===== src/rtl/otter_fetch_ctrl.sv =====
// OTTER instruction fetch controller: keeps at most one memory request in flight,
// holds fetched words for decode, and redirects on taken branches and jumps.
module otter_fetch_ctrl #(
    parameter logic [31:0] RESET_PC = 32'h0000_0000
) (
    input  logic        i_clk,
    input  logic        i_rst,
    input  logic        i_is_branch,
    input  logic        i_br_taken,
    input  logic        i_is_jump,
    input  logic [31:0] i_target,
    output logic        o_imem_req,
    output logic [31:0] o_imem_addr,
    input  logic        i_imem_gnt,
    input  logic        i_imem_rvalid,
    input  logic [31:0] i_imem_rdata,
    output logic        o_if_valid,
    output logic [31:0] o_if_pc,
    output logic [31:0] o_if_instr,
    input  logic        i_if_ready,
    output logic        o_misaligned
);

    typedef enum logic [1:0] {
        IDLE = 2'd0,
        REQ  = 2'd1,
        WAIT = 2'd2,
        HOLD = 2'd3
    } state_t;

    state_t      state_q, state_d;
    logic [31:0] pc_q, pc_d;
    logic        drop_q, drop_d;
    logic        misal_q, misal_d;
    logic [31:0] if_pc_q, if_pc_d;
    logic [31:0] if_instr_q, if_instr_d;

    logic redirect;
    logic aligned;
    logic redir_ok;

    assign redirect = (i_is_branch & i_br_taken) | i_is_jump;
    assign aligned  = (i_target[1:0] == 2'b00);
    assign redir_ok = redirect & aligned;

    always_ff @(posedge i_clk or posedge i_rst) begin
        if (i_rst) begin
            state_q    <= IDLE;
            pc_q       <= RESET_PC;
            drop_q     <= 1'b0;
            misal_q    <= 1'b0;
            if_pc_q    <= '0;
            if_instr_q <= '0;
        end else begin
            state_q    <= state_d;
            pc_q       <= pc_d;
            drop_q     <= drop_d;
            misal_q    <= misal_d;
            if_pc_q    <= if_pc_d;
            if_instr_q <= if_instr_d;
        end
    end

    always_comb begin
        state_d    = state_q;
        pc_d       = pc_q;
        drop_d     = drop_q;
        misal_d    = redirect & ~aligned;
        if_pc_d    = if_pc_q;
        if_instr_d = if_instr_q;

        unique case (state_q)
            IDLE: begin
                state_d = REQ;
                if (redir_ok) pc_d = i_target;
            end
            REQ: begin
                if (redir_ok) pc_d = i_target;
                if (i_imem_gnt) begin
                    state_d = WAIT;
                    // Grant belongs to the old address, so its data must be dropped.
                    if (redir_ok) drop_d = 1'b1;
                end
            end
            WAIT: begin
                if (redir_ok) begin
                    pc_d = i_target;
                    if (i_imem_rvalid) begin
                        drop_d  = 1'b0;
                        state_d = REQ;
                    end else begin
                        drop_d = 1'b1;
                    end
                end else if (i_imem_rvalid) begin
                    if (drop_q) begin
                        drop_d  = 1'b0;
                        state_d = REQ;
                    end else begin
                        if_pc_d    = pc_q;
                        if_instr_d = i_imem_rdata;
                        state_d    = HOLD;
                    end
                end
            end
            HOLD: begin
                if (redir_ok) begin
                    pc_d    = i_target;
                    state_d = REQ;
                end else if (i_if_ready) begin
                    pc_d    = pc_q + 32'd4;
                    state_d = REQ;
                end
            end
            default: state_d = IDLE;
        endcase
    end

    assign o_imem_req   = (state_q == REQ);
    assign o_imem_addr  = (state_q == REQ) ? pc_q : '0;
    assign o_if_valid   = (state_q == HOLD);
    assign o_if_pc      = if_pc_q;
    assign o_if_instr   = if_instr_q;
    assign o_misaligned = misal_q;

endmodule

===== config.mk =====
export PLATFORM = sky130hd
export DESIGN_NAME = otter_fetch_ctrl
export DESIGN_NICKNAME = d
export VERILOG_FILES = /design/src/rtl/otter_fetch_ctrl.sv
export SDC_FILE = /design/constraint.sdc
export NUM_CORES = 1
export LEC_CHECK = 0
export CAP_MARGIN = 40
export CORE_UTILIZATION = 49
export DETAILED_ROUTE_END_ITERATION = 6
export PLACE_DENSITY = 0.94
export SLEW_MARGIN = 15
export SYNTH_ARGS = -nofsm -noshare
export SYNTH_HDL_FRONTEND = slang
export SYNTH_SLANG_ARGS = --single-unit

===== constraint.sdc =====
create_clock -name i_clk -period 6.1 [get_ports i_clk]
set_clock_uncertainty 0.2 [all_clocks]
set_input_delay 0.915 -clock i_clk [delete_from_list [all_inputs] [get_ports i_clk]]
set_output_delay 0.915 -clock i_clk [all_outputs]
set_load 0.02 [all_outputs]

After elaboration in Yosys (flattened, before gate mapping):

Index checks and enable logic that the tools add are counted.

* memory bits (writable): 0
* input port bits: 72
* bits in latches: 0
* memories: 0
* register bits after elaboration: 100
* logic and storage cells: 50
* bits in read-only memories: 0

* reduce and logical (&&, ||, !) cells: 8
* $add $sub $neg: 1
* equality and inequality tests: 9
* divide/modulo/power cells: 0
* shift-type cells: 0
* $lt $le $gt $ge: 0
* $mul: 0
* bitwise operators: 7
* multiplexer cells: 19

Operator list (count)
* two-way mux 32 bit: 4
* one-hot mux 32 bit (2 select lines): 1
* adder 32 x 3 -> 32 bit (second input constant): 1
* two-way mux 2 bit: 7
* one-hot mux 2 bit (4 select lines): 1
* AND reduction 4 bit: 2
* != test 2 x 1 -> 1 bit (second input constant): 3
* two-way mux 1 bit: 5
* equality test 2 bit (second input constant): 2
* zero test 2 bit: 2
* bitwise AND 1 bit: 3
* != test 3 x 1 -> 1 bit (second input constant): 1
* != test 3 bit (second input constant): 1
* inverter 1 bit: 3
* AND reduction 3 bit: 1
* OR reduction 3 bit: 1
* equality test 2 x 1 -> 1 bit (second input constant): 1
* != test 2 bit (second input constant): 1
* one-hot mux 1 bit (2 select lines): 1
* AND reduction 2 bit: 1
* nonzero test 2 bit: 1
* bitwise OR 1 bit: 1

Depth between registers and ports, before layout:

Gate-level depths: netlist (run 1).

* depth after elaboration: 6
* mapped depth: 8
* gate-level depth less buffers: 6

Least setup slack after synthesis (run 1):

OpenSTA, ideal clock, no wires.

* path kind: register -> output
* start point: reg state_q[1]
* end point: out o_imem_addr[11]
* setup slack: 3501 ps
* data arrival time: 1484 ps
* data required time: 4985 ps
* stages on the path, launching flop included: 6
* path through: dfrtp_1 inv_1 ha_1 clkbuf_1 clkbuf_1 and2_1

* word-level cells in the longest chain between the ends: 2

RTL lines
* start, declared: line 31 `state_t state_q, state_d;`
* start signal, assigned: line 55 `state_q <= state_d;`
* equality test 2 x 1 -> 1 bit
* net o_imem_req: line 12 `output logic o_imem_req,`
* two-way mux 32 bit: line 119 `assign o_imem_addr = (state_q == REQ) ? pc_q : '0;`
* end, declared: line 13 `output logic [31:0] o_imem_addr,`

The timed path passes the listed nets, and every way through them passes these cells.

Worst setup path after layout (run 1):

* start point: in i_target[0]
* end point: reg if_instr_q[18], in the netlist o_if_instr[18]

* word-level cells in the longest chain between the ends: 4

RTL lines
* start, declared: line 11 `input logic [31:0] i_target,`
* zero test 2 bit: line 43 `assign aligned = (i_target[1:0] == 2'b00);`
* bitwise AND 1 bit: line 44 `assign redir_ok = redirect & aligned;`
* inverter 1 bit (no source line)
* AND reduction 4 bit (no source line)
* end signal, assigned: line 60 `if_instr_q <= if_instr_d;`
* end, declared: line 36 `logic [31:0] if_instr_q, if_instr_d;`

No other way between the ends.
A chain may end at the register's enable or synchronous reset.

==> metrics.cfg, run 1 <==
[status]
status=completed

[global_route]
grt_pass1_vias=4172
grt_start_max_net_pins=60
grt_pass1_wl_mm=21.4
grt_overflow=0
antenna_found_initial=0
grt_usage=0.273

[synth]
synth_cell_types=53
synth_edf_count=0
yosysTopAreaCell=dfrtp_1
syn_inst=444
synthesis.area_mm2=0.00487
synth_nets=522
ys_top_cells_by_count=100 x dfrtp_1, 64 x mux2_2, 34 x a21oi_1
ys_seq_area_frac=0.514
ys_warn_count=0
ys_ff_latch=100
ys_top_cells_by_area=dfrtp_1 51%, mux2_2 15%, and2_1 4.1%, a21oi_1 3.5%, nand2_1 2.5%
ys.flop_type=dfrtp_1
async_reset_ff_frac=1.00
postSynthAreaPerCell_um2=11.0
netlist.area_leader.share=0.514
synth.most_common_cell=dfrtp_1

[final_layout]
areaGrowthSynthToFinish_pct=43.0
nNetsFinal=679
antenna_cells=0
drive_gt1_frac=0.172
fin_util=0.718
fin_area_mm2=0.00696

[critical_path]
path_class=input pin to flip-flop
endpoint_kind=flip-flop
worst_ep_required_time_ps=6140
critPathMaxFanout=51
crit_arrival_ps=3680
start_kind=input pin

[routing]
num_vias=4251
drtAntennaViolNets=0
avgViaCountPerCell=5.75
drtIter0Drc=270
wirelength_mm=13.7
dr.pass1.iters=5
avgRoutedWirePerCell_um=18.6
post-route-drc-count=0

[cts]
clkSinkCount=100
tritoncts=built
clk_pin_slew_ps=90
hold_buffers=0
post-cts-setup-buffers=0
cts_root_buffer=clkbuf_8
cts_max_level=3
clockBufferDepth=2
numCtsBuffers=9
cts_resized=0
clkLatencyLatePin_ps=360

[pwr]
cellLeakagePower_nw=3.01
p_per_area_mw_per_mm2=522
ir_worst_vdd_v=0.000306
power_w=0.00363

[sta]
finalHoldWorstSlack_ps=311
period_share=0.596
slew_headroom=0.425
fin_tns_setup_ps=0
setup_viol=0
tightestPinTransition_ps=863
fmax_mhz=275
rsz0062_at_grt=no
slew_violations=0
period_minus_slack_ps=3640
hold_viol=0

[floorplanning]
die_h_um=102
core-area_mm2=0.00968
start_util=0.503
dieArea_mm2=0.0103
ioPinCount=171
dieWidth_um=102
rows=36

[worst_hold_path]
hold_path_class=flip-flop to flip-flop

[placement]
port_buffers=170
dp_hpwl_mm=9.74
dpl_cell_area_mm2=0.00671
gp_congestion=0.844

[flow_run]
cap_viol_max_count=0

-- final timing paths --
check / startpoint / end / slack (ps) / depth (start not counted)
min in group asynchronous: i_rst / o_if_instr[14] / 780 / 2
worst max-delay path: i_target[0] / o_if_instr[18] / 2460 / 6
worst min-delay path: o_if_pc[30] / o_if_pc[30] / 310 / 1
worst min register to register: o_if_pc[30] / o_if_pc[30] / 310 / 1
max in group asynchronous: i_rst / o_if_pc[23] / 3830 / 3
worst max register to register: state_q[0] / o_if_instr[18] / 3310 / 5
-- critical path: stages --
cell and delay, ps:
clkdlybuf4s50_1 450, nor2_1 380, nand2_1 190, nand4b_1 630, buf_4 650, mux2_2 420
-- placed cells by master, fill, tap and decap left out, types with 2 or more instances in the layout --
master / count
bufinv_16: 3
o22a_1: 3
o21ai_0: 20
o2bb2a_1: 2
inv_1: 5
a21oi_1: 33
o22ai_1: 13
a311oi_1: 2
dfrtp_1: 100
a2bb2oi_1: 8
and3_1: 6
ha_1: 6
clkbuf_8: 11
nand3_1: 12
nand4_1: 9
and4_1: 2
nor3_1: 6
a21o_1: 3
nand2b_1: 2
and2_1: 32
a31oi_1: 3
clkdlybuf4s50_1: 170
a22oi_2: 2
a41o_2: 3
nand2_1: 32
mux2_2: 64
buf_4: 4
nor2_1: 17
-- where the power goes --
part / switching, W / total, W / internal (W)
Sequential: 0.000270 / 0.00121 / 0.000944
Clock: 0.000228 / 0.000522 / 0.000295
Combinational: 0.000943 / 0.00189 / 0.000951
Total: 0.00144 / 0.00363 / 0.00219
-- layer usage --
layer / GRT usage / up-vias / routed length (µm)
met5: 0 / - / 0
li1: - / 1928 / -
met2: 0.466 / 234 / 6800
met1: 0.339 / 2063 / 5380
met3: 0.0552 / 26 / 1230
met4: 0.113 / 0 / 315
-- cell type report --
| cell class | count | area [µm²] |
|---|---|---|
| fillers | 682 | 2730 |
| flip-flops and latches | 100 | 2500 |
| multi-input cells | 307 | 2230 |
| repair buffers | 177 | 1780 |
| well taps | 133 | 166 |
| clock buffers | 12 | 155 |
| clock inverters | 4 | 95.1 |
| inverters | 6 | 25.0 |
-- logic make-up after synthesis --
group / synth area share
AO/OA/AOI/OAI: 0.142
AND/OR/NAND/NOR: 0.147
buffers and inverters: 0.0314
multiplexers: 0.150
flip-flops: 0.514
adder cells (fa/ha/maj): 0.0154
-- flip-flops by register name, summed over array words and instances (netlist names) --
register	flops
o_if_instr	32
pc_q	32
o_if_pc	32
drop_q	1
o_misaligned	1
state_q	2
-- through the flow --
step | std cells | worst slack [ps]
3_3_place_gp | 720 | 2190
2_1_floorplan | 444 | 2370
4_1_cts | 739 | 2470
3_5_place_dp | 723 | 2090
6_report | 739 | 2460
5_1_grt | 739 | 2330
Power figures use the tool's default switching activity.
==> run 2, diff against run 1 <==
--- a/config.mk
+++ b/config.mk
@@ -6,9 +6,9 @@
 export NUM_CORES = 1
 export LEC_CHECK = 0
 export CAP_MARGIN = 40
-export CORE_UTILIZATION = 49
+export CORE_UTILIZATION = 45
 export DETAILED_ROUTE_END_ITERATION = 6
-export PLACE_DENSITY = 0.94
+export PLACE_DENSITY = 0.88
 export SLEW_MARGIN = 15
 export SYNTH_ARGS = -nofsm -noshare
 export SYNTH_HDL_FRONTEND = slang
==> constraint.sdc (replaced) <==
create_clock -name i_clk -period 3.79 [get_ports i_clk]
set_clock_uncertainty 0.2 [all_clocks]
set_input_delay 0.5685 -clock i_clk [delete_from_list [all_inputs] [get_ports i_clk]]
set_output_delay 0.5685 -clock i_clk [all_outputs]
set_load 0.02 [all_outputs]
==> metrics.cfg, run 2 (same netlist as run 1, synthesis figures left out) <==
[final_layout]
mostFrequentLayoutCells=170 x clkdlybuf4s50_1, 100 x dfrtp_1, 64 x mux2_2
drive_gt1_frac=0.175  ; +0.00379
areaGrowthSynthToFinish_pct=43.5
layout_commonest_cell=clkdlybuf4s50_1
antenna_cells=0  ; unchanged
nNetsFinal=683  ; +0.59%

[global_route]
antenna_found_initial=0  ; unchanged
grt_pass1_wl_mm=20.5  ; -4.4%
grt_pass1_vias=4215  ; +1.0%
grt_overflow=0  ; unchanged
grt_usage=0.228  ; -0.0448
grt_start_max_net_pins=60  ; unchanged

[placement]
gp_congestion=0.820  ; -2.8%
port_buffers=170  ; unchanged
place_ws_ps=821  ; -1270 ps
dp_hpwl_mm=9.08  ; -6.7%

[worst_hold_path]
hold_path_class=flip-flop to flip-flop
worstHoldEndpoint=o_if_pc[7]
min_from=o_if_pc[7]
hold_depth=2  ; +1

[pwr]
p_sw_frac=0.398  ; +0.00102
comb_power_share=0.532  ; +0.010
ir_worst_vdd_v=0.000467  ; +52%
seqPwrFrac=0.339  ; +0.005
p_per_area_mw_per_mm2=817  ; +57%
cellLeakagePower_nw=3.01  ; about the same
switching_power_w=0.00227  ; +58%
p_int_w=0.00343  ; +57%
power.share.clock=0.129  ; -0.015

[sta]
slew_headroom=0.487  ; +0.0617
period_share=0.816
fmax_mhz=323
period_minus_slack_ps=3090
layout_setup_ws_ps=698  ; -1770 ps
rsz0062_at_grt=no
tightestPinTransition_ps=770  ; -92.6 ps
slew_violations=0  ; unchanged
hold_viol=0  ; unchanged
setup_viol=0  ; unchanged
fin_tns_setup_ps=0  ; unchanged

[critical_path]
crit_arrival_ps=2320  ; -1360 ps
cp_cell_sequence=inv_1, ha_1, buf_16, and2_1, clkdlybuf4s50_1
reg2reg_to=pc_q[29]
path_class=flip-flop to primary output
regToRegSetupSlack_ps=1260  ; -2050 ps
cp_slowest_cell=clkdlybuf4s50_1
worst_ep_required_time_ps=3020  ; -3120 ps
endpoint_kind=primary output
max_stage_delay_ps=620  ; -30 ps
r2r_start=pc_q[9]
start_kind=flip-flop
critPathMaxFanout=28  ; -45%
rr_worst_depth=5  ; unchanged

[cts]
cts_max_level=3  ; unchanged
hold_buffers=0  ; unchanged
clk_pin_slew_ps=90  ; about the same
clockBufferDepth=2  ; unchanged
numCtsBuffers=9  ; unchanged
cts_root_buffer=clkbuf_8
cts_resized=0  ; unchanged
tritoncts=built
clkLatencyLatePin_ps=360  ; about the same
post-cts-setup-buffers=0  ; unchanged
clkSinkCount=100  ; unchanged

[routing]
dr.pass1.iters=5  ; unchanged
wirelength_mm=12.5  ; -9.1%
post-route-drc-count=0  ; unchanged
drtIter0Drc=245  ; -9.3%
avgRoutedWirePerCell_um=16.7  ; -9.9%
num_vias=4135  ; -2.7%
drtAntennaViolNets=0  ; unchanged
avgViaCountPerCell=5.54  ; -3.6%

[floorplanning]
rows=37  ; +2.8%
die_h_um=106  ; +4.3%
ioPinCount=171  ; unchanged
dieArea_mm2=0.0112  ; +8.7%
core-area_mm2=0.0104  ; +7.6%
dieWidth_um=106  ; +4.3%
start_util=0.467  ; -0.0353

[flow_run]
cap_viol_max_count=0  ; unchanged

[status]
status=completed

[run 2: worst max-delay path, delay by kind of cell (launching register included)]
kind                       cells  cell delay [ps]
adders and majority gates      1              420
buffers and inverters          3              940
DFF                            1              450
and+or+nand+nor                1              150
[run 2: worst max-delay path by stage]
| stage | startpoint | endpoint | slack (ps) | cells past startpoint |
|---|---|---|---|---|
| after global routing | state_q[1] | o_imem_addr[24] | 550 | 5 |
| after floorplan | i_rst | drop_q | 400 | 1 |
| final | state_q[1] | o_imem_addr[29] | 700 | 5 |
| after global placement | state_q[1] | o_imem_addr[5] | 760 | 4 |
| after detailed placement | i_target[0] | o_if_instr[15] | 820 | 6 |
| after CTS | state_q[1] | o_imem_addr[29] | 690 | 5 |
[run 2: power groups by stage]
stage / combinational, W / clock (W) / sequential [W]
after floorplan: 0.00138 / 0 / 0.00217
after global placement: 0.00292 / 0 / 0.00191
after detailed placement: 0.00304 / 0 / 0.00195
after CTS: 0.00305 / 0.000756 / 0.00193
after global routing: 0.00324 / 0.000798 / 0.00201
final: 0.00303 / 0.000737 / 0.00193
[run 2: final cells by class]
cell class / instances / area, µm²
flip-flops and latches: 100 / 2500
multi-input cells: 307 / 2230
repair buffers: 181 / 1840
clock buffers: 11 / 131
inverters: 6 / 25.0
clock inverters: 5 / 83.8
well taps: 136 / 170
fillers: 801 / 3430
[run 2: stage by stage]
step | hold WS (ps) | total power [W] | std cells | cell area, µm² | util
2_1_floorplan | 286 | 0.00355 | 444 | 4870 | -
3_3_place_gp | 270 | 0.00483 | 728 | 6710 | 0.645
3_5_place_dp | 274 | 0.00499 | 730 | 6770 | 0.650
4_1_cts | 291 | 0.00574 | 746 | 6980 | 0.671
5_1_grt | 309 | 0.00605 | 746 | 6980 | 0.671
6_report | 287 | 0.00570 | 746 | 6980 | 0.671
[run 2: layer usage]
layer | wire length, µm | track usage | up-vias
met5 | 0 | 0 | -
met4 | 284 | 0.0764 | 0
met3 | 763 | 0.0454 | 23
met2 | 6390 | 0.398 | 174
met1 | 5030 | 0.284 | 2004
li1 | - | - | 1934
==> run 3, diff against run 2 <==
==> constraint.sdc (replaced) <==
create_clock -name i_clk -period 2.9 [get_ports i_clk]
set_clock_uncertainty 0.2 [all_clocks]
set_input_delay 0.435 -clock i_clk [delete_from_list [all_inputs] [get_ports i_clk]]
set_output_delay 0.435 -clock i_clk [all_outputs]
set_load 0.02 [all_outputs]
==> metrics.cfg, run 3 (same netlist as run 1, synthesis figures left out) <==
[critical_path]
crit_arrival_ps=2100  ; -220 ps
cp.depth=5  ; unchanged
cp_cell_sequence=inv_1, ha_1, buf_6, and2_1, clkdlybuf4s50_1
critPathMaxFanout=25  ; -11%
cp_slowest_cell=clkdlybuf4s50_1
regToRegSetupSlack_ps=470  ; -790 ps
endpoint_kind=primary output
rr_worst_depth=7  ; +2
critPathBufInv=3  ; unchanged
crit_family=buffers and inverters
worst_ep_required_time_ps=2270  ; -750 ps
max_stage_delay_ps=610  ; about the same
start_kind=flip-flop
path_class=flip-flop to primary output

[cts]
clkSinkCount=100  ; unchanged
cts_resized=0  ; unchanged
hold_buffers=0  ; unchanged
clockBufferDepth=2  ; unchanged
post-cts-setup-buffers=0  ; unchanged
tritoncts=built
cts_max_level=3  ; unchanged
clk_pin_slew_ps=100  ; about the same
numCtsBuffers=9  ; unchanged
clkLatencyLatePin_ps=380  ; +20 ps
cts_root_buffer=clkbuf_8

[routing]
drtAntennaViolNets=0  ; unchanged
avgViaCountPerCell=5.62  ; +1.4%
num_vias=4243  ; +2.6%
avgRoutedWirePerCell_um=17.8  ; +6.8%
dr.pass1.iters=5  ; unchanged
wirelength_mm=13.5  ; +8.1%
post-route-drc-count=0  ; unchanged
drtIter0Drc=258  ; +5.3%

[sta]
slew_violations=0  ; unchanged
tightestPinTransition_ps=732  ; -38.4 ps
setup_viol=0  ; unchanged
hold_viol=0  ; unchanged
fin_tns_setup_ps=0  ; unchanged
period_minus_slack_ps=2740
rsz0062_at_grt=no
slew_headroom=0.511  ; +0.0246
fmax_mhz=365
period_share=0.945

[global_route]
grt_usage=0.247  ; +0.0188
grt_pass1_vias=4292  ; +1.8%
grt_start_max_net_pins=42  ; -30%
antenna_found_initial=0  ; unchanged
grt_pass1_wl_mm=21.7  ; +5.7%
grt_overflow=0  ; unchanged

[status]
status=completed

[final_layout]
multiInputGateArea_mm2=0.00223  ; unchanged
areaGrowthSynthToFinish_pct=45.1
nNetsFinal=692  ; +1.3%
register_area_mm2=0.00250  ; unchanged
mostFrequentLayoutCells=170 x clkdlybuf4s50_1, 100 x dfrtp_1, 64 x mux2_2
drive_gt1_frac=0.191  ; +0.0152
antenna_cells=0  ; unchanged
n_fill_cell=770  ; -3.9%
layout_commonest_cell=clkdlybuf4s50_1
fin_area_mm2=0.00706  ; +1.1%

[floorplanning]
core-area_mm2=0.0104  ; unchanged
die_h_um=106  ; unchanged
start_util=0.467  ; unchanged
ioPinCount=171  ; unchanged
dieArea_mm2=0.0112  ; unchanged
rows=37  ; unchanged
dieWidth_um=106  ; unchanged

[placement]
gp_congestion=0.886  ; +8.0%
dp_hpwl_mm=9.91  ; +9.1%
dpl_cell_area_mm2=0.00684  ; +0.98%
port_buffers=170  ; unchanged

[pwr]
cellLeakagePower_nw=3.06  ; +1.6%
ir_worst_vdd_v=0.000537  ; +15%
p_per_area_mw_per_mm2=1070  ; +31%

[flow_run]
cap_viol_max_count=0  ; unchanged

[worst_hold_path]
hold_path_class=flip-flop to flip-flop
hold_depth=2  ; unchanged

run 3: cell types whose count changed in the layout (fill, tap and decap cells not counted):
cell,delta
clkinv_4,+2
buf_6,+1
clkinv_2,+1
buf_4,+7
inv_4,-1
buf_12,+3
buf_16,-2
clkbuf_1,-2
run 3: through the flow:
step                      utilization  cells  setup slack (ps)  total power [W]  hold WS, ps
final                           0.678    755               161          0.00755          302
after floorplan                     -    444               722          0.00464          286
after detailed placement        0.656    739               373          0.00657          290
after global placement          0.656    739               452          0.00640          274
after global routing            0.678    755              56.3          0.00797          324
after CTS                       0.678    755              89.6          0.00758          313
run 3: per-layer routing:
metal | wire length (µm) | GRT usage
met5 | 0 | 0
met4 | 329 | 0.0873
met3 | 834 | 0.0607
met2 | 7000 | 0.425
met1 | 5310 | 0.302
run 3: path summary, 6_finish.rpt:
path,startpoint,end
hold / removal,o_if_pc[7],o_if_pc[7]
setup / recovery,state_q[1],o_imem_addr[21]
max in group asynchronous,i_rst,o_if_instr[20]
min in group asynchronous,i_rst,o_if_pc[4]
hold reg to reg,o_if_pc[7],o_if_pc[7]
setup reg to reg,pc_q[2],pc_q[24]
run 3: cell type report:
cell class / count / share of cell area
timing repair buffer: 190 / 0.270
clock buffer: 9 / 0.0175
clock inverter: 7 / 0.0140
tap: 136 / 0.0241
sequential: 100 / 0.354
inverter: 6 / 0.00372
multi-input combinational: 307 / 0.316
run 3: tightest hold or removal path, delay by kind of cell (launching register included):
kind | cells | cell delay (ps)
flip-flops | 1 | 360
AO/OA/AOI/OAI | 1 | 60
AND/OR/NAND/NOR | 1 | 50
run 3: report_power, final:
group	internal [W]	total (W)	switching [W]
clock network	0.000490	0.000999	0.000509
registers	0.00198	0.00254	0.000556
logic	0.00203	0.00401	0.00198
